<file path="config.mk">
export PLATFORM = sky130hd
export DESIGN_NAME = adder_tree_arbiter_flat
export DESIGN_NICKNAME = d
export VERILOG_FILES = /design/src/rtl/adder_tree_arbiter_if.sv /design/src/rtl/adder_tree_arbiter.sv /design/src/flat_wrapper.sv
export SDC_FILE = /design/constraint.sdc
export NUM_CORES = 1
export LEC_CHECK = 0
export ABC_CLOCK_PERIOD_IN_PS = 3600
export BUFFER_PORTS_ARGS = -buffer_cell sky130_fd_sc_hd__buf_4
export CELL_PAD_IN_SITES_DETAIL_PLACEMENT = 0
export CELL_PAD_IN_SITES_GLOBAL_PLACEMENT = 1
export CORE_UTILIZATION = 29
export CTS_CLUSTER_DIAMETER = 80
export DETAILED_ROUTE_END_ITERATION = 7
export PLACE_DENSITY_LB_ADDON = 0.1
export SLEW_MARGIN = 20
export SYNTH_ARGS = -nofsm -noshare
export SYNTH_HDL_FRONTEND = slang
export SYNTH_SLANG_ARGS = --single-unit
export TNS_END_PERCENT = 30
</file>
<file path="constraint.sdc">
create_clock -name clk -period 3.6 [get_ports clk]
set_clock_uncertainty 0.15 [all_clocks]
set_input_delay 0.18 -clock clk [delete_from_list [all_inputs] [get_ports clk]]
set_output_delay 0.18 -clock clk [all_outputs]
set_load 0.01 [all_outputs]
</file>
<file path="src/rtl/adder_tree_arbiter_if.sv">
// rtl/adder_tree_arbiter_if.sv - requester-side request/response bundle for adder_tree_arbiter
interface adder_tree_arbiter_if #(
    parameter int N = 4
);
    logic [N-1:0]    req;
    logic [N*64-1:0] req_ops;
    logic [N-1:0]    gnt;
    logic [N-1:0]    rsp_valid;
    logic [N*12-1:0] rsp_data;
    logic [N-1:0]    rsp_ack;

    // requester blocks drive requests and acks
    modport master (
        output req, req_ops, rsp_ack,
        input  gnt, rsp_valid, rsp_data
    );

    // arbiter side
    modport slave (
        input  req, req_ops, rsp_ack,
        output gnt, rsp_valid, rsp_data
    );
endinterface

</file>
<file path="src/rtl/adder_tree_arbiter.sv">
// rtl/adder_tree_arbiter.sv - round-robin sharing of one pipelined 8-input adder tree among N requesters
module adder_tree_arbiter #(
    parameter int N        = 4,
    parameter int TREE_LAT = 3
) (
    input  logic                 clk,
    input  logic                 rst,
    adder_tree_arbiter_if.slave  rq,
    output logic [63:0]          tree_ops,
    input  logic [11:0]          tree_sum
);
    localparam int IW = (N > 1) ? $clog2(N) : 1;

    logic [IW-1:0]              last_gnt_q, last_gnt_d;
    logic [N-1:0]               gnt_q, gnt_d;
    logic [63:0]                tree_ops_q, tree_ops_d;
    logic [TREE_LAT:0]          tag_vld_q, tag_vld_d;
    logic [TREE_LAT:0][IW-1:0]  tag_id_q, tag_id_d;
    logic [N-1:0]               rsp_valid_q, rsp_valid_d;
    logic [N-1:0][11:0]         rsp_data_q, rsp_data_d;

    logic [N-1:0]               busy;
    logic [N-1:0]               elig;
    logic                       found;
    logic [IW-1:0]              win;
    logic [IW-1:0]              cand;

    // a requester is busy while its tag is anywhere in the pipe or its slot holds a result
    always_comb begin
        busy = rsp_valid_q;
        for (int s = 0; s <= TREE_LAT; s++) begin
            if (tag_vld_q[s]) begin
                busy[tag_id_q[s]] = 1'b1;
            end
        end
    end

    assign elig = rq.req & ~busy;

    // round-robin search starting one past the last issued requester
    always_comb begin
        found = 1'b0;
        win   = last_gnt_q;
        cand  = '0;
        for (int k = 1; k <= N; k++) begin
            cand = IW'((int'(last_gnt_q) + k) % N);
            if (!found && elig[cand]) begin
                found = 1'b1;
                win   = cand;
            end
        end
    end

    // next-state: issue, tag shift, result capture and ack clear
    always_comb begin
        last_gnt_d  = last_gnt_q;
        gnt_d       = '0;
        tree_ops_d  = '0;
        if (found) begin
            last_gnt_d = win;
            gnt_d[win] = 1'b1;
            for (int i = 0; i < N; i++) begin
                if (win == IW'(i)) begin
                    tree_ops_d = rq.req_ops[64*i +: 64];
                end
            end
        end

        tag_vld_d = {tag_vld_q[TREE_LAT-1:0], found};
        tag_id_d  = {tag_id_q[TREE_LAT-1:0], win};

        // ack and capture never target the same slot: a valid slot blocks issue
        rsp_valid_d = rsp_valid_q & ~rq.rsp_ack;
        rsp_data_d  = rsp_data_q;
        if (tag_vld_q[TREE_LAT]) begin
            rsp_valid_d[tag_id_q[TREE_LAT]] = 1'b1;
            rsp_data_d[tag_id_q[TREE_LAT]]  = tree_sum;
        end
    end

    // state registers; reset discards in-flight tags and held results
    always_ff @(posedge clk or posedge rst) begin
        if (rst) begin
            last_gnt_q  <= IW'(N - 1);
            gnt_q       <= '0;
            tree_ops_q  <= '0;
            tag_vld_q   <= '0;
            tag_id_q    <= '0;
            rsp_valid_q <= '0;
            rsp_data_q  <= '0;
        end else begin
            last_gnt_q  <= last_gnt_d;
            gnt_q       <= gnt_d;
            tree_ops_q  <= tree_ops_d;
            tag_vld_q   <= tag_vld_d;
            tag_id_q    <= tag_id_d;
            rsp_valid_q <= rsp_valid_d;
            rsp_data_q  <= rsp_data_d;
        end
    end

    assign rq.gnt       = gnt_q;
    assign rq.rsp_valid = rsp_valid_q;
    assign rq.rsp_data  = rsp_data_q;
    assign tree_ops     = tree_ops_q;

endmodule

</file>
<file path="src/flat_wrapper.sv">
// flat-port wrapper written by rule: the top's interface ports become plain ports
module adder_tree_arbiter_flat 
#(
    parameter int N        = 4,
    parameter int TREE_LAT = 3
)
  (clk, rst, tree_ops, tree_sum, rq_req, rq_req_ops, rq_rsp_ack, rq_gnt, rq_rsp_valid, rq_rsp_data);
  adder_tree_arbiter_if #(.N(N)) rq_i ();
  input  logic clk;
  input  logic rst;
  output logic [63:0] tree_ops;
  input  logic [11:0] tree_sum;
  input wire logic [$bits(rq_i.req)-1:0] rq_req;
  input wire logic [$bits(rq_i.req_ops)-1:0] rq_req_ops;
  input wire logic [$bits(rq_i.rsp_ack)-1:0] rq_rsp_ack;
  output wire logic [$bits(rq_i.gnt)-1:0] rq_gnt;
  output wire logic [$bits(rq_i.rsp_valid)-1:0] rq_rsp_valid;
  output wire logic [$bits(rq_i.rsp_data)-1:0] rq_rsp_data;
  assign rq_i.req = rq_req;
  assign rq_i.req_ops = rq_req_ops;
  assign rq_i.rsp_ack = rq_rsp_ack;
  assign rq_gnt = rq_i.gnt;
  assign rq_rsp_valid = rq_i.rsp_valid;
  assign rq_rsp_data = rq_i.rsp_data;
  adder_tree_arbiter #(.N(N), .TREE_LAT(TREE_LAT)) u_core (.clk(clk), .rst(rst), .rq(rq_i), .tree_ops(tree_ops), .tree_sum(tree_sum));
endmodule
</file>
==> out/results.tsv, run 1 <==
metric	value	unit
status	finished, final reports clean	
path_class	register to register	
vdd_drop_max	0.905	mV
ys.flop_type	dfrtp_1	
rr_worst_depth	9	
clkSlewWorstSetupHoldPaths	0.07	ns
crit_path_start_kind	register	
ys_ff_latch	134	
cts_tree	yes	
crit_fanout	33	
period_minus_slack	3.39	ns
drt-initial-drc-count	360	
grt_usage	23.4	%
die-area	23900	um^2
gp_congestion	0.874	
finalMaxSlewViolations	0	
synth_edf_count	0	
viasPerCell	4.90	
drt-total-wl	28600	um
dr_total_vias	7444	
ys_warn_count	0	
grt_max_degree	78	
hold_path_depth	4	
async_flop_share	100	%
insertion_delay	0.41	ns
initial_core_util	29.7	%
grt-ovfl-total	0	
fillers	1879	
synth_area	6760	um^2
hold_class	primary input to register	
endpoint_kind	register	
maxCapViolations	0	
yosysTopAreaCell	dfrtp_1	
antenna_found_initial	1	
io_pins	398	
final_nets	1470	
cts_buffer_depth	2	
avgRoutedWirePerCell	18.8	um
final_common_cell	buf_4	
cp_data_arrival_time	3.53	ns
worst_slew_pin_slew	0.791	ns
power_density	951	nW/um^2
synth_cell_types	52	
place_area	9980	um^2
io_buffers	397	
grt_pass1_vias	8170	
rsz0062_at_grt	false	
hold_viol	0	
root_buffer	clkbuf_16	
final_area	13100	um^2
leakagePower	6.01	nW
final_cells	1519	
synth_fp_nets	840	
clock_sinks	134	
cp.required	3.74	ns
synth_area_leaders	dfrtp_1 49%, mux2_2 8.0%, mux2i_1 6.4%	
layout_common_cells	409 x buf_4, 246 x dlygate4sd3_1, 132 x dfrtp_1	
avgSynthCellArea	12.0	um^2
firstDrtPassIters	4	
tns	0	ns
fmax	0.295	GHz
placed_cells	1239	
row_count	55	
relSlewSlack	47.2	%
postSynthCellCount	562	
die_w	155	um
fin_util	57.7	%
syn2layout_area_growth	94.3	%
numCtsBuffers	17	
synth_top_area_share	48.9	%
setup_viol	0	
period_share	94.1	%
antenna_left	0	
core	22800	um^2
drc_errors	0	
grt_pass1_wl	42900	um
htree_levels	4	
yosysSeqAreaShare	49.6	%
drive_above_1_share	46.1	%
die_y	155	um
hpwl	18900	um
## power by group
part	internal (mW)	total [mW]	switching [mW]
sequential	2.31	2.68	0.369
clock	1.26	1.96	0.700
combinational	3.45	7.86	4.40
total	7.02	12.5	5.47
## worst max-delay path, stage by stage (launching register included)
cell,delay [ns]
dfrtp_1,0.43
nand3b_4,0.32
o211ai_4,0.13
or3_1,0.42
a31o_4,0.39
nand2_8,0.24
buf_12,0.25
mux2i_1,0.21
o211ai_1,0.10
dlygate4sd3_1,0.59
## metrics by stage
step           hold slack [ns]  setup WS [ns]  power [mW]
3_5_place_dp             0.186          0.329        9.98
4_1_cts                 0.0602         0.0151        12.4
5_1_grt                  0.101         0.0575        13.2
3_3_place_gp             0.175          0.462        9.81
6_report                0.0742          0.212        12.5
2_1_floorplan            0.126           1.38        7.70
## synthesized netlist by cell type (2+ instances only)
cell,instances
or3_1,2
inv_2,2
o21ai_0,3
mux2i_1,43
mux2_2,48
a211oi_1,5
nand2_1,51
nor3_2,14
o211a_1,2
o211ai_1,45
nand4_1,43
a21oi_2,2
o32ai_2,14
clkbuf_1,6
o32ai_1,7
dfstp_2,2
a21boi_1,20
inv_1,9
nand3b_1,2
buf_4,3
buf_6,13
buf_1,5
nand3_1,6
buf_2,21
dfrtp_1,132
nor3b_1,4
a211oi_2,16
and3_1,2
nor2_1,5
o21ai_1,2
and4_1,2
nor3_1,11
## area by class of cell
type / count / area, um^2 / area share, %
inverter: 12 / 51.3 / 0.391
clock buffer: 19 / 443 / 3.37
sequential: 134 / 3360 / 25.5
antenna: 1 / 2.50 / 0.0190
tap: 313 / 392 / 2.98
multi-input combinational: 369 / 3080 / 23.4
clock inverter: 13 / 219 / 1.67
timing repair buffer: 658 / 5590 / 42.6
## state kept, by name, indices dropped and copies added (netlist names)
| signal | flops |
|---|---|
| u_core.rq.rsp_valid | 4 |
| u_core.tag_vld_q | 4 |
| u_core.tag_id_q | 2 |
| u_core.last_gnt_q | 2 |
| u_core.rq.gnt | 4 |
| u_core.tag_id_d | 6 |
| u_core.tree_ops | 64 |
| u_core.rq.rsp_data | 48 |
## routing by layer
metal / track usage [%] / vias to the layer above / share of wire, %
met2: 41.1 / 351 / 51
met5: 0 / - / 0
li1: - / 3400 / -
met3: 5.30 / 84 / 5.9
met1: 26.2 / 3609 / 38
met4: 13.0 / 0 / 4.6
## logic make-up after synthesis
group	count (synthesis)	share of synthesized area, %
DFF	134	49.6
muxes	91	14.4
AOI/OAI and AO/OA	125	17.4
buffers and inverters	60	5.37
and+or+nand+nor	152	13.2
## final timing paths
path	endpoint	start	slack (ns)
worst max-delay path	u_core.tree_ops[52]	u_core.tag_id_q[7]	0.21
worst min-delay path	u_core.tree_ops[3]	rq_req_ops[3]	0.07
worst max register to register	u_core.tree_ops[52]	u_core.tag_id_q[7]	0.21
worst min register to register	u_core.tag_vld_q[2]	u_core.tag_vld_q[1]	0.29
max in group asynchronous	u_core.last_gnt_q[0]	rst	2.15
min in group asynchronous	u_core.tree_ops[20]	rst	0.28
## repair_timing
item,in CTS,in global routing
endpoints found under the setup margin,0,10
hold endpoints to repair,144,0
resized for setup,0,2
hold buffers,246,0
buffers inserted,0,0
Note: power is estimated with default switching activity, not from simulation.
==> run 2, diff against run 1 <==
--- a/config.mk
+++ b/config.mk
@@ -7,12 +7,10 @@
 export LEC_CHECK = 0
 export ABC_CLOCK_PERIOD_IN_PS = 3600
 export BUFFER_PORTS_ARGS = -buffer_cell sky130_fd_sc_hd__buf_4
-export CELL_PAD_IN_SITES_DETAIL_PLACEMENT = 0
-export CELL_PAD_IN_SITES_GLOBAL_PLACEMENT = 1
-export CORE_UTILIZATION = 29
+export CORE_AREA = 2 2 154 156
 export CTS_CLUSTER_DIAMETER = 80
 export DETAILED_ROUTE_END_ITERATION = 7
-export PLACE_DENSITY_LB_ADDON = 0.1
+export DIE_AREA = 0 0 156 158
 export SLEW_MARGIN = 20
 export SYNTH_ARGS = -nofsm -noshare
 export SYNTH_HDL_FRONTEND = slang
==> run 2 against run 1 <==
Effect of this change:
- utilization is 4.3 points lower
- global-route usage is 2.8 points lower
- critical path depth is 1 lower
- clock power is 7% lower
==> out/results.tsv, run 2 (synthesis gave the netlist of run 1 again) <==
metric	value	unit	change
htree_levels	4		unchanged
clkSlewWorstSetupHoldPaths	0.07	ns	about the same
cts_tree	yes		
grt_max_degree	135		+73%
die_w	156	um	+0.85%
diodes	0		-1
root_buffer	clkbuf_16		
clock_sinks	134		unchanged
grt-ovfl-total	0		unchanged
syn2layout_area_growth	82.0	%	
period_share	95.5	%	+1.4 points
largest_reg_flops	64		unchanged
final_common_cell	buf_4		
insertion_delay	0.42	ns	about the same
drt-total-wl	25900	um	-9.3%
numCtsBuffers	17		unchanged
antenna_found_initial	0		-1
hold_class	primary input to register		
crit_path_start_kind	register		
power_density	1070	nW/um^2	+12%
gp_congestion	0.835		-4.5%
cp_data_arrival_time	3.61	ns	+0.08 ns
io_pins	398		unchanged
initial_core_util	29.3	%	-0.35 points
final_nets	1394		-5.2%
p_sw	5.50	mW	+0.55%
drc_errors	0		unchanged
path_class	register to register		
status	finished, final reports clean		
p_sw_share	42.0	%	-1.8 points
avgRoutedWirePerCell	18.3	um	-2.9%
cp.required	3.77	ns	+0.03 ns
grt_pass1_vias	7282		-11%
crit_fanout	21		-36%
p_clk_share	13.9	%	-1.8 points
tns	0	ns	unchanged
row_count	56		+1.8%
endpoint_kind	register		
dr_total_vias	6993		-6.1%
grt_pass1_wl	39000	um	-9.2%
drive_above_1_share	49.1	%	+2.9 points
hpwl	17900	um	-5.0%
setup_viol	0		unchanged
io_buffers	397		unchanged
maxCapViolations	0		unchanged
layout_common_cells	408 x buf_4, 172 x dlygate4sd3_1, 132 x dfrtp_1		
period_minus_slack	3.44	ns	+0.0501 ns
die-area	24600	um^2	+3.0%
internal-power	7.60	mW	+8.3%
place_area	9940	um^2	-0.39%
relSlewSlack	44.3	%	-2.9 points
finalMaxSlewViolations	0		unchanged
drt-initial-drc-count	281		-22%
rsz0062_at_grt	true		
grt_usage	20.6	%	-2.8 points
worst_slew_pin_slew	0.835	ns	+0.0437 ns
leakagePower	5.76	nW	-4.2%
die_y	158	um	+2.1%
cts_buffer_depth	2		unchanged
p_seq_share	20.6	%	-0.8 points
viasPerCell	4.93		+0.56%
combPwrFrac	65.5	%	+2.6 points
hold_slack	0.0309	ns	-0.0433 ns
cts_setup_buffers	0		unchanged
fmax	0.291	GHz	-1.5%
hold_viol	0		unchanged
firstDrtPassIters	4		unchanged
core	23100	um^2	+1.2%
vdd_drop_max	0.847	mV	-6.5%
final_area	12300	um^2	-6.4%
antenna_left	0		unchanged
-- run 2: metrics by stage --
step / setup WS (ns) / power [mW] / std cells / utilization [%]
final: 0.162 / 13.1 / 1419 / 53.4
after global routing: -0.0331 / 13.9 / 1419 / 53.4
after CTS: 0.0282 / 13.1 / 1419 / 53.3
after detailed placement: 0.527 / 9.93 / 1215 / 43.1
after global placement: 0.586 / 9.84 / 1215 / 43.1
after floorplan: 1.38 / 7.70 / 562 / -
-- run 2: area by class of cell --
cell class	instances	area [um^2]
clock buffer	18	439
clock inverter	14	176
fill	2015	10800
inverter	12	56.3
multi-input combinational	368	3070
sequential	134	3360
tap	290	363
timing repair buffer	583	4840
-- run 2: metal layers --
metal | global-route usage [%] | vias up | routed length, um
met5 | 0 | - | 0
met4 | 10.7 | 0 | 1100
met3 | 4.52 | 61 | 1440
met2 | 35.6 | 293 | 13200
met1 | 24.0 | 3399 | 10200
li1 | - | 3240 | -
-- run 2: final timing paths --
check	slack, ns	end	depth (start not counted)	startpoint
setup / recovery	0.16	u_core.tree_ops[16]	8	u_core.tag_vld_q[0]
hold / removal	0.03	u_core.tree_ops[52]	3	rq_req_ops[180]
setup reg to reg	0.16	u_core.tree_ops[16]	8	u_core.tag_vld_q[0]
hold reg to reg	0.29	u_core.tag_vld_q[3]	0	u_core.tag_vld_q[2]
max in group asynchronous	2.35	u_core.tree_ops[23]	4	rst
min in group asynchronous	0.39	u_core.tree_ops[6]	4	rst
-- run 2: critical path, cell delays in order, from the launching register on --
cell and delay, ns:
dfrtp_1 0.42, nor3b_1 0.17, or3b_2 0.45, o221a_1 0.26
o21ai_1 0.29, and2_2 0.63, o32ai_1 0.20, dlygate4sd3_1 0.59
nor3_1 0.17
-- run 2: power groups by stage --
stage          logic (mW)  registers (mW)  clock network [mW]
2_1_floorplan        4.75            2.95                   0
3_3_place_gp         7.14            2.71                   0
3_5_place_dp         7.22            2.72                   0
4_1_cts              8.53            2.69                1.88
5_1_grt              9.22            2.78                1.95
6_report             8.58            2.70                1.82
-- run 2: repair_timing --
action	4_1_cts	5_1_grt
hold endpoints to repair	248	0
endpoints found under the setup margin	0	60
hold buffers	172	0
gates resized for setup	0	4
==> run 3, diff against run 2 <==
--- a/config.mk
+++ b/config.mk
@@ -5,12 +5,13 @@
 export SDC_FILE = /design/constraint.sdc
 export NUM_CORES = 1
 export LEC_CHECK = 0
+export ABC_AREA = 1
 export ABC_CLOCK_PERIOD_IN_PS = 3600
 export BUFFER_PORTS_ARGS = -buffer_cell sky130_fd_sc_hd__buf_4
-export CORE_AREA = 2 2 154 156
+export CORE_AREA = 2 2 156 158
 export CTS_CLUSTER_DIAMETER = 80
 export DETAILED_ROUTE_END_ITERATION = 7
-export DIE_AREA = 0 0 156 158
+export DIE_AREA = 0 0 158 160
 export SLEW_MARGIN = 20
 export SYNTH_ARGS = -nofsm -noshare
 export SYNTH_HDL_FRONTEND = slang
==> run 3 against run 2 <==
Effect of this change:
- total power is 35% higher
- via count increased by 24%
- combinational power is 54% higher
- worst hold slack got worse by 0.0045 ns
- maximum frequency rose by 0.18%
- non-clock buffer count up 54
- critical path depth is 6 higher
- wire length increased by 23%
- first-iteration DRC count grew 86%
- final cell count up 32%
- clock-buffer cell count fell by 1
- critical endpoint is now u_core.tree_ops[47]
- largest power group unchanged
==> out/results.tsv, run 3 <==
metric	value	unit	change
internal-power	9.00	mW	+18%
die_w	158	um	+1.3%
worst_slew_pin_slew	0.739	ns	-0.0955 ns
crit_family	simple AND/OR/NAND/NOR gates		
synth_top_area_share	48.0	%	-0.84 points
layout_common_cells	404 x buf_4, 345 x nand2_1, 227 x dlygate4sd3_1		
numCtsBuffers	17		unchanged
endpoint_kind	register		
leakagePower	6.83	nW	+19%
core	23800	um^2	+3.3%
synth_fp_nets	1208		+44%
ys.flop_type	dfrtp_1		
final_cells	1879		+32%
final_common_cell	buf_4		
relSlewSlack	50.7	%	+6.4 points
clock_sinks	134		unchanged
period_minus_slack	3.43	ns	-0.00608 ns
avgRoutedWirePerCell	16.9	um	-7.4%
yosys.cell_count.top_type	nand2_1		
placed_cells	1615		+33%
cp_data_arrival_time	3.63	ns	+0.02 ns
p_sw_share	49.1	%	+7.1 points
grt_usage	24.7	%	+4.1 points
grt_max_degree	58		-57%
cts_setup_buffers	0		unchanged
dpl_worst_slack	0.456	ns	-0.0714 ns
syn2layout_area_growth	90.2	%	
synth_cell_types	31		-40%
path_buf_inv	4		+3
crit_fanout	42		+100%
cts_tree	yes		
setup_viol	0		unchanged
p_total	17.7	mW	+35%
ys_warn_count	0		unchanged
io_buffers	397		unchanged
cts_buffer_depth	2		unchanged
yosysTopAreaCell	dfrtp_1		
drc_errors	0		unchanged
period_share	95.3	%	-0.17 points
grt_pass1_wl	48000	um	+23%
synth_edf_count	0		unchanged
path_class	register to register		
yosysSeqAreaShare	48.8	%	-0.86 points
hold_class	primary input to register		
p_clk_share	9.8	%	-4.1 points
clkSlewWorstSetupHoldPaths	0.06	ns	about the same
io_pins	398		unchanged
root_buffer	clkbuf_16		
crit_path_start_kind	register		
drt-total-wl	31700	um	+23%
slowest_stage	dfstp_2		
die-area	25300	um^2	+2.6%
finalMaxSlewViolations	0		unchanged
ys_ff_latch	134		unchanged
firstDrtPassIters	5		+1
avgSynthCellArea	7.40	um^2	-39%
critPathMaxStageDelay	0.62	ns	about the same
async_flop_share	100	%	unchanged
postSynthCellCount	930		+65%
maxCapViolations	0		unchanged
dr_total_vias	8679		+24%
viasPerCell	4.62		-6.3%
combPwrFrac	74.5	%	+9.0 points
grt-ovfl-total	0		unchanged
p_sw	8.68	mW	+58%
hold_viol	0		unchanged
drive_above_1_share	30.7	%	-18 points
power_density	1350	nW/um^2	+27%
synth_area	6880	um^2	+1.8%
setup_slack	0.168	ns	+0.00608 ns
htree_levels	4		unchanged
cp.required	3.80	ns	+0.03 ns
antenna_found_initial	3		+3
path_cells	inv_1, nand3_1, nand3_1, nand2_2, nand4_4, nand2_8, nand2_2, inv_2, clkbuf_8, nand2_1, nand2_1, dlygate4sd3_1, nand2_1, nand2_1		
crit_top_cell	nand2_1		
fin_util	54.9	%	+1.6 points
antenna_left	0		unchanged
initial_core_util	28.9	%	-0.45 points
largest_reg_flops	64		unchanged
vdd_drop_max	0.768	mV	-9.3%
grt_pass1_vias	8740		+20%
synth_commonest_cells	346 x nand2_1, 132 x dfrtp_1, 102 x nor2_1		
die_y	160	um	+1.3%
drt-initial-drc-count	524		+86%
final_nets	1817		+30%
insertion_delay	0.42	ns	about the same
row_count	57		+1.8%
fmax	0.291	GHz	+0.18%
hpwl	21600	um	+21%
p_seq_share	15.7	%	-4.9 points
synth_area_leaders	dfrtp_1 48%, nand2_1 19%, o21ai_0 6.9%		
status	finished, final reports clean		
gp_congestion	0.972		+16%
[run 3: worst reg2reg max path: stages (launching register included)]
cell and delay (ns):
dfstp_2 0.62, inv_1 0.18, nand3_1 0.15, nand3_1 0.13, nand2_2 0.16, nand4_4 0.19, nand2_8 0.26, nand2_2 0.14
inv_2 0.07, clkbuf_8 0.31, nand2_1 0.18, nand2_1 0.10, dlygate4sd3_1 0.55, nand2_1 0.06, nand2_1 0.10
[run 3: final timing paths]
path	from	slack (ns)	cells after the start	to
setup / recovery	u_core.last_gnt_q[0]	0.17	14	u_core.tree_ops[47]
hold / removal	rq_req_ops[123]	0.03	5	u_core.tree_ops[59]
setup reg to reg	u_core.last_gnt_q[0]	0.17	14	u_core.tree_ops[47]
hold reg to reg	u_core.tag_id_d[5]	0.28	0	u_core.tag_id_d[7]
max in group asynchronous	rst	2.57	4	u_core.rq.rsp_data[38]
min in group asynchronous	rst	0.14	3	u_core.tree_ops[26]
[run 3: logic make-up after synthesis]
logic type / Yosys count / share of synthesized area [%]
simple gates: 554 / 34.5
compound gates: 132 / 9.77
xor+xnor: 1 / 0.237
flops: 134 / 48.8
buf+inv: 109 / 6.75
[run 3: area by class of cell]
type	count	area, um^2
diodes	3	7.51
clock buffers	17	425
clock inverters	15	153
fillers	2201	10700
inverters	61	233
multi-input cells	688	3090
flip-flops and latches	134	3360
well taps	324	405
repair buffers	637	5410
[run 3: per-layer routing]
metal  part of all wire (%)  global-route usage [%]  routed length (um)  up-vias
met5                      0                       0                   0        -
met4                    5.0                    11.8                1600        0
met3                    7.7                    6.81                2450       88
met2                     49                    42.2               15600      424
met1                     38                    28.3               12100     4022
li1                       -                       -                   -     4145
[run 3: power by group through the flow]
stage          combinational [mW]  sequential (mW)  clock (mW)
2_1_floorplan                6.83             3.00           0
3_3_place_gp                 10.1             2.78           0
3_5_place_dp                 10.2             2.80           0
4_1_cts                      12.6             2.78        1.77
5_1_grt                      14.5             2.86        1.84
6_report                     13.2             2.78        1.73
[run 3: metrics by stage]
| stage | hold WS (ns) | area (um^2) | setup TNS [ns] |
|---|---|---|---|
| floorplan | 0.117 | 6880 | 0 |
| global placement | 0.212 | 10200 | 0 |
| detailed placement | 0.215 | 10200 | 0 |
| CTS | 0.0309 | 13000 | 0 |
| global route | 0.0442 | 13100 | -0.0247 |
| finish | 0.0264 | 13100 | 0 |
[run 3: repair_timing]
action,in CTS,in global routing
resized for setup,0,8
hold endpoints to repair,149,0
setup endpoints to repair,0,62
hold buffers,227,0
